$ cat config.mk
export PLATFORM = sky130hd
export DESIGN_NAME = md_unit_flat
export DESIGN_NICKNAME = d
export VERILOG_FILES = /design/src/rtl/md_pkg.sv /design/src/rtl/md_unit_if.sv /design/src/rtl/md_iter_core.sv /design/src/rtl/md_unit.sv /design/src/flat_wrapper.sv
export SDC_FILE = /design/constraint.sdc
export NUM_CORES = 1
export LEC_CHECK = 0
export CORE_ASPECT_RATIO = 1.25
export CORE_MARGIN = 10
export CORE_UTILIZATION = 52
export CTS_CLUSTER_DIAMETER = 40
export DETAILED_ROUTE_END_ITERATION = 10
export PLACE_DENSITY = 0.81
export SLEW_MARGIN = 20
export SYNTH_ARGS = -nofsm -noshare
export SYNTH_HDL_FRONTEND = slang
export SYNTH_SLANG_ARGS = --single-unit
$ cat constraint.sdc
create_clock -name i_clk -period 3.5 [get_ports i_clk]
set_input_delay 0.525 -clock i_clk [delete_from_list [all_inputs] [get_ports i_clk]]
set_output_delay 0.525 -clock i_clk [all_outputs]
set_load 0.02 [all_outputs]
$ cat src/rtl/md_pkg.sv
// Shared encodings and constants for the multiply/divide unit.
package md_pkg;

  typedef enum logic [1:0] {
    OP_MULT  = 2'b00,
    OP_MULTU = 2'b01,
    OP_DIV   = 2'b10,
    OP_DIVU  = 2'b11
  } md_op_e;

  typedef enum logic [1:0] {
    ST_IDLE,
    ST_RUN,
    ST_FIX
  } md_state_e;

  // One result bit is produced per RUN cycle.
  localparam int unsigned ITER_COUNT = 32;

endpackage

$ cat src/rtl/md_unit_if.sv
// Pipeline-side bundle of the multiply/divide unit: launch, MTHI/MTLO and HI/LO views.
interface md_unit_if #(
  parameter int unsigned WIDTH = 32
);
  logic             i_start;
  logic [1:0]       i_op;
  logic [WIDTH-1:0] i_A;
  logic [WIDTH-1:0] i_B;
  logic             i_mthi;
  logic             i_mtlo;
  logic [WIDTH-1:0] i_wdata;
  logic             o_busy;
  logic             o_done;
  logic [WIDTH-1:0] o_hi;
  logic [WIDTH-1:0] o_lo;

  modport master (
    output i_start, i_op, i_A, i_B, i_mthi, i_mtlo, i_wdata,
    input  o_busy, o_done, o_hi, o_lo
  );

  modport slave (
    input  i_start, i_op, i_A, i_B, i_mthi, i_mtlo, i_wdata,
    output o_busy, o_done, o_hi, o_lo
  );
endinterface

$ cat src/rtl/md_iter_core.sv
// Unsigned bit-serial datapath: shift-add multiply or restoring shift-subtract divide.
module md_iter_core
  import md_pkg::*;
#(
  parameter int unsigned WIDTH = 32
) (
  input  logic             i_clk,
  input  logic             i_rst_n,
  input  logic             i_load,
  input  logic             i_step,
  input  logic             i_is_div,
  input  logic [WIDTH-1:0] i_a,
  input  logic [WIDTH-1:0] i_b,
  output logic [WIDTH-1:0] o_hi,
  output logic [WIDTH-1:0] o_lo,
  output logic             o_last
);

  localparam int unsigned CntW = $clog2(ITER_COUNT);

  logic [WIDTH-1:0] acc_q, acc_d;
  logic [WIDTH-1:0] sh_q, sh_d;
  logic [WIDTH-1:0] b_q, b_d;
  logic [CntW-1:0]  cnt_q, cnt_d;
  logic [WIDTH:0]   mul_sum;
  logic [WIDTH:0]   div_shift;
  logic [WIDTH:0]   div_diff;

  always_comb begin
    acc_d     = acc_q;
    sh_d      = sh_q;
    b_d       = b_q;
    cnt_d     = cnt_q;
    mul_sum   = {1'b0, acc_q} + (sh_q[0] ? {1'b0, b_q} : '0);
    div_shift = {acc_q, sh_q[WIDTH-1]};
    div_diff  = div_shift - {1'b0, b_q};
    if (i_load) begin
      acc_d = '0;
      sh_d  = i_a;
      b_d   = i_b;
      cnt_d = '0;
    end else if (i_step) begin
      cnt_d = cnt_q + 1'b1;
      if (i_is_div) begin
        // No borrow means the divisor fits: keep the difference, quotient bit 1.
        acc_d = div_diff[WIDTH] ? div_shift[WIDTH-1:0] : div_diff[WIDTH-1:0];
        sh_d  = {sh_q[WIDTH-2:0], ~div_diff[WIDTH]};
      end else begin
        acc_d = mul_sum[WIDTH:1];
        sh_d  = {mul_sum[0], sh_q[WIDTH-1:1]};
      end
    end
  end

  always_ff @(posedge i_clk or negedge i_rst_n) begin
    if (!i_rst_n) begin
      acc_q <= '0;
      sh_q  <= '0;
      b_q   <= '0;
      cnt_q <= '0;
    end else begin
      acc_q <= acc_d;
      sh_q  <= sh_d;
      b_q   <= b_d;
      cnt_q <= cnt_d;
    end
  end

  assign o_hi   = acc_q;
  assign o_lo   = sh_q;
  assign o_last = (cnt_q == CntW'(ITER_COUNT - 1));

endmodule

$ cat src/rtl/md_unit.sv
// EX-stage multiply/divide unit: FSM, sign handling and architectural HI/LO registers.
module md_unit
  import md_pkg::*;
#(
  parameter int unsigned WIDTH = 32
) (
  input  logic     i_clk,
  input  logic     i_rst_n,
  md_unit_if.slave bus
);

  md_state_e        state_q, state_d;
  logic             is_div_q, sign_a_q, sign_b_q, div_zero_q, done_q;
  logic [WIDTH-1:0] hi_q, hi_d, lo_q, lo_d;
  logic             busy, load, step, fix;
  logic             is_signed, a_neg, b_neg, neg_res;
  logic [WIDTH-1:0] a_mag, b_mag;
  logic [WIDTH-1:0] core_hi, core_lo, res_hi, res_lo;
  logic [2*WIDTH-1:0] prod;
  logic             core_last;

  assign is_signed = (bus.i_op == OP_MULT) || (bus.i_op == OP_DIV);
  assign a_neg     = is_signed & bus.i_A[WIDTH-1];
  assign b_neg     = is_signed & bus.i_B[WIDTH-1];
  // The most negative value negates to itself, which reads as 2^(WIDTH-1) unsigned.
  assign a_mag     = a_neg ? -bus.i_A : bus.i_A;
  assign b_mag     = b_neg ? -bus.i_B : bus.i_B;
  assign neg_res   = sign_a_q ^ sign_b_q;

  md_iter_core #(.WIDTH(WIDTH)) u_core (
    .i_clk    (i_clk),
    .i_rst_n  (i_rst_n),
    .i_load   (load),
    .i_step   (step),
    .i_is_div (is_div_q),
    .i_a      (a_mag),
    .i_b      (b_mag),
    .o_hi     (core_hi),
    .o_lo     (core_lo),
    .o_last   (core_last)
  );

  always_ff @(posedge i_clk or negedge i_rst_n) begin
    if (!i_rst_n) state_q <= ST_IDLE;
    else          state_q <= state_d;
  end

  always_comb begin
    state_d = state_q;
    unique case (state_q)
      ST_IDLE: if (bus.i_start) state_d = ST_RUN;
      ST_RUN:  if (core_last) state_d = ST_FIX;
      ST_FIX:  state_d = ST_IDLE;
      default: state_d = ST_IDLE;
    endcase
  end

  always_comb begin
    busy = (state_q != ST_IDLE);
    load = (state_q == ST_IDLE) && bus.i_start;
    step = (state_q == ST_RUN);
    fix  = (state_q == ST_FIX);
  end

  always_comb begin
    prod = {core_hi, core_lo};
    if (neg_res) prod = -prod;
    if (is_div_q) begin
      // Divide by zero leaves the remainder equal to the dividend; only LO is forced.
      res_lo = div_zero_q ? '1 : (neg_res ? -core_lo : core_lo);
      res_hi = sign_a_q ? -core_hi : core_hi;
    end else begin
      res_hi = prod[2*WIDTH-1:WIDTH];
      res_lo = prod[WIDTH-1:0];
    end
  end

  always_comb begin
    hi_d = hi_q;
    lo_d = lo_q;
    if (fix) begin
      hi_d = res_hi;
      lo_d = res_lo;
    end else if ((state_q == ST_IDLE) && !bus.i_start) begin
      if (bus.i_mthi) hi_d = bus.i_wdata;
      if (bus.i_mtlo) lo_d = bus.i_wdata;
    end
  end

  always_ff @(posedge i_clk or negedge i_rst_n) begin
    if (!i_rst_n) begin
      is_div_q   <= 1'b0;
      sign_a_q   <= 1'b0;
      sign_b_q   <= 1'b0;
      div_zero_q <= 1'b0;
      done_q     <= 1'b0;
      hi_q       <= '0;
      lo_q       <= '0;
    end else begin
      if (load) begin
        is_div_q   <= bus.i_op[1];
        sign_a_q   <= a_neg;
        sign_b_q   <= b_neg;
        div_zero_q <= (bus.i_B == '0);
      end
      done_q <= fix;
      hi_q   <= hi_d;
      lo_q   <= lo_d;
    end
  end

  assign bus.o_busy = busy;
  assign bus.o_done = done_q;
  assign bus.o_hi   = hi_q;
  assign bus.o_lo   = lo_q;

endmodule

$ cat src/flat_wrapper.sv
// flat-port wrapper written by rule: the top's interface ports become plain ports
module md_unit_flat import md_pkg::*;
#(
  parameter int unsigned WIDTH = 32
)
  (i_clk, i_rst_n, bus_i_start, bus_i_op, bus_i_A, bus_i_B, bus_i_mthi, bus_i_mtlo, bus_i_wdata, bus_o_busy, bus_o_done, bus_o_hi, bus_o_lo);
  md_unit_if #(.WIDTH(WIDTH)) bus_i ();
  input  logic i_clk;
  input  logic i_rst_n;
  input wire logic [$bits(bus_i.i_start)-1:0] bus_i_start;
  input wire logic [$bits(bus_i.i_op)-1:0] bus_i_op;
  input wire logic [$bits(bus_i.i_A)-1:0] bus_i_A;
  input wire logic [$bits(bus_i.i_B)-1:0] bus_i_B;
  input wire logic [$bits(bus_i.i_mthi)-1:0] bus_i_mthi;
  input wire logic [$bits(bus_i.i_mtlo)-1:0] bus_i_mtlo;
  input wire logic [$bits(bus_i.i_wdata)-1:0] bus_i_wdata;
  output wire logic [$bits(bus_i.o_busy)-1:0] bus_o_busy;
  output wire logic [$bits(bus_i.o_done)-1:0] bus_o_done;
  output wire logic [$bits(bus_i.o_hi)-1:0] bus_o_hi;
  output wire logic [$bits(bus_i.o_lo)-1:0] bus_o_lo;
  assign bus_i.i_start = bus_i_start;
  assign bus_i.i_op = bus_i_op;
  assign bus_i.i_A = bus_i_A;
  assign bus_i.i_B = bus_i_B;
  assign bus_i.i_mthi = bus_i_mthi;
  assign bus_i.i_mtlo = bus_i_mtlo;
  assign bus_i.i_wdata = bus_i_wdata;
  assign bus_o_busy = bus_i.o_busy;
  assign bus_o_done = bus_i.o_done;
  assign bus_o_hi = bus_i.o_hi;
  assign bus_o_lo = bus_i.o_lo;
  md_unit #(.WIDTH(WIDTH)) u_core (.i_clk(i_clk), .i_rst_n(i_rst_n), .bus(bus_i));
endmodule
==> flow_summary.toml <==
[route]
vias = 14680
postRouteWirelength_um = 49730
drtIter0Drc = 1325
route.detailed.drc = 0
vias_per_cell = 6.250
postRouteAntennaNets = 0
wl_per_cell_um = 21.18
drt-pass1-iter-count = 6

[logic_synthesis]
synth_flop_cell = "dfrtp_1"
synth-seq-area-share = 0.3001
synthTopCellsByCount = "nand2_1, dfrtp_1, o21ai_0, nor2_1, a21oi_1"
synthCells = 1811
synth_edf_count = 0
synth_top_cell_by_area = "dfrtp_1"
synth_cell_type_count = 68
syn_area_per_cell_sq_um = 7.919
synth_nets = 1986
yosys-top-cells-area = "dfrtp_1, ha_1, nand2_1, mux2i_1, xnor2_1"
yosys_warnings = 0
synth.top_cell.area_share = 0.3001
syn_area_sq_um = 14340
synth-seq-cells = 172
synth_most_common_cell = "nand2_1"
ys_async_sr_fraction = 1.000

[grt]
grt_use_total = 0.2788
grt.overflow.total = 0
antenna_found_initial = 0
grt_pass1_wl_um = 77900
grt_pass1_vias = 14340
grt_max_degree = 71

[setup_path]
cpMaxStageDelayCell = "a221o_1"
max_stage_delay_ps = 410
timing.rr.end = "u_core.u_core.o_hi[29]$_DFFE_PN0P_"
rr_worst_depth = 12
path_cells = "inv_1 -> ha_1 -> nor2b_1 -> o31a_1 -> o31a_1 -> a221o_1 -> a22o_1 -> o41a_1 -> nor3b_1 -> o31a_1 -> o21ai_1 -> o211ai_1"
critical_path_class = "flop to flop"
critPathRequiredTime_ps = 3820
cp.arrival_ps = 3680
endpoint_kind = "flop"
path_common_cell = "o31a_1"
startpoint_type = "flop"
reg2reg_from = "u_core.u_core.b_q[1]$_DFFE_PN0P_"
r2r_setup_slack_ps = 140
critPathMaxFanout = 5

[sta]
setup_viol = 0
final.setup.tns_ps = 0
drv_slew = 0
rsz0062_at_grt = "false"
tightest_slew_ps = 1110
hold_violations = 0
fin_skew_ps = 10.48
setup_ws_ps = 143.4
post-route-min-period_ps = 3357
relSlewSlack = 0.2594
period_share = 0.9590
hold_slack_ps = 76.85
fmax_mhz = 297.9

[finish]
drive_gt1_frac = 0.08937
multi_input_area_sq_um = 9435
filler_cell_count = 2332
num_antenna_cells = 0
nets = 2165
area_growth_pct = 22.34
regArea_sq_um = 4307

[clocking]
ctsHoldBuffers = 0
htreeDepth = 4
cts.sinks = 172
clk_latency_ps = 450
cts_root_buffer = "clkbuf_16"
clk_pin_slew_ps = 70
cts_tree = "yes"
cts.path.max_buffers = 2
cts_buffers = 17

[place]
dpl_worst_slack_ps = 93.59
dp_hpwl_um = 38510
place_congestion = 1.019
io_buffer_count = 168

[outcome]
status = "finished clean"

[power]
power_mw = 20.35
power_leakage_nw = 7.357
pwr_density_cell_nw_per_um2 = 1160
ir_drop_mv = 0.5924

[worst_hold_path]
hold_path.class = "input pin to async pin"

[floorplanning]
rows = 67
io_pins = 169
die_h_um = 205.7
die_x_um = 168.5
coreArea_sq_um = 26990
initial_core_util = 0.5313
die-area_sq_um = 34660

[job]
max_cap_violations = 0
## report_power, final
| group | total, mW | leakage [nW] | switching (mW) | internal (mW) |
|---|---|---|---|---|
| registers | 4.05 | 2.08 | 1.03 | 3.02 |
| logic | 14.4 | 5.00 | 8.24 | 6.19 |
| clock network | 1.87 | 0.277 | 0.846 | 1.02 |
| total | 20.4 | 7.36 | 10.1 | 10.2 |
## worst max path at each step
stage | startpoint | end | slack [ps] | cells after the start
after floorplan | u_core.u_core.o_lo[31]$_DFFE_PN0P_ | u_core.u_core.o_hi[10]$_DFFE_PN0P_ | 160 | 15
after global placement | u_core.u_core.b_q[25]$_DFFE_PN0P_ | u_core.u_core.o_hi[28]$_DFFE_PN0P_ | 170 | 14
after detailed placement | u_core.u_core.b_q[25]$_DFFE_PN0P_ | u_core.u_core.o_hi[28]$_DFFE_PN0P_ | 90 | 14
after CTS | u_core.u_core.b_q[25]$_DFFE_PN0P_ | u_core.u_core.o_hi[28]$_DFFE_PN0P_ | 70 | 14
after global routing | u_core.u_core.o_lo[0]$_DFFE_PN0P_ | u_core.u_core.o_hi[29]$_DFFE_PN0P_ | 10 | 16
final | u_core.u_core.b_q[1]$_DFFE_PN0P_ | u_core.u_core.o_hi[29]$_DFFE_PN0P_ | 140 | 12
## state kept, by name, indices dropped and copies added (netlist names)
name / flops
u_core.bus.o_lo: 32
u_core.u_core.o_lo: 32
u_core.u_core.cnt_q: 5
u_core.bus.o_done: 1
u_core.div_zero_q: 1
u_core.state_q: 2
u_core.u_core.b_q: 32
u_core.sign_a_q: 1
u_core.u_core.o_hi: 32
u_core.is_div_q: 1
u_core.bus.o_hi: 32
u_core.sign_b_q: 1
## worst max-delay path: cells and delay by family, from the launching register on
family                     cells  cell delay (ps)
AOI/OAI and AO/OA              8             2190
DFF                            1              400
and+or+nand+nor                2              310
adders and majority gates      1              280
buffers and inverters          1               70
## layout make-up
cell class | instances | area share
repair buffers | 275 | 0.1448
clock inverters | 12 | 0.006418
clock buffers | 20 | 0.02603
multi-input cells | 1454 | 0.5378
well taps | 345 | 0.02460
flip-flops and latches | 172 | 0.2455
inverters | 70 | 0.01498
## timing repair
item	4_1_cts	5_1_grt
resized for setup	0	15
endpoints found under the setup margin	0	29
setup buffers	0	4
## routing by layer
| metal | vias up | global-route usage | wire (um) |
|---|---|---|---|
| met5 | - | 0 | 0 |
| met4 | 0 | 0.1329 | 2355 |
| met3 | 149 | 0.04791 | 3661 |
| met2 | 733 | 0.4863 | 24500 |
| met1 | 6936 | 0.3256 | 19220 |
| li1 | 6857 | - | - |
## logic make-up after synthesis
family	count (synthesis)	synth area share
XOR/XNOR	170	0.1038
AND/OR/NAND/NOR	582	0.1832
flip-flops	172	0.3001
AO/OA/AOI/OAI	544	0.2387
adder cells (fa/ha/maj)	72	0.06386
multiplexers	86	0.06020
buffers and inverters	185	0.05008
## metrics by stage
stage	instances	util	area, sq um
floorplan	1811	-	14340
global placement	2312	0.6244	16850
detailed placement	2312	0.6244	16850
CTS	2344	0.6455	17420
global route	2348	0.6500	17550
finish	2348	0.6500	17550
## placed cells by master (no fill, tap or decap), drive strengths merged, types with 11 or more instances in the layout
cell type      netlist  final
nand2              227    227
dfrtp              172    172
o21ai              171    171
clkdlybuf4s50        0    167
nor2               163    163
a21oi              143    143
buf                 13    108
xnor2               95     95
mux2i               84     84
xor2                75     75
inv                 68     71
ha                  70     70
nor3                43     43
a211oi              42     42
a32oi               33     33
nand3               26     26
a22oi               24     24
nor4                23     23
nand2b              23     23
a21o                21     21
clkbuf             102     20
o31ai               17     17
nor2b               15     15
a31oi               15     15
and2                15     15
nand4               12     12
or3                 11     11
o211ai              11     11
Note: power is estimated with default switching activity, not from simulation.
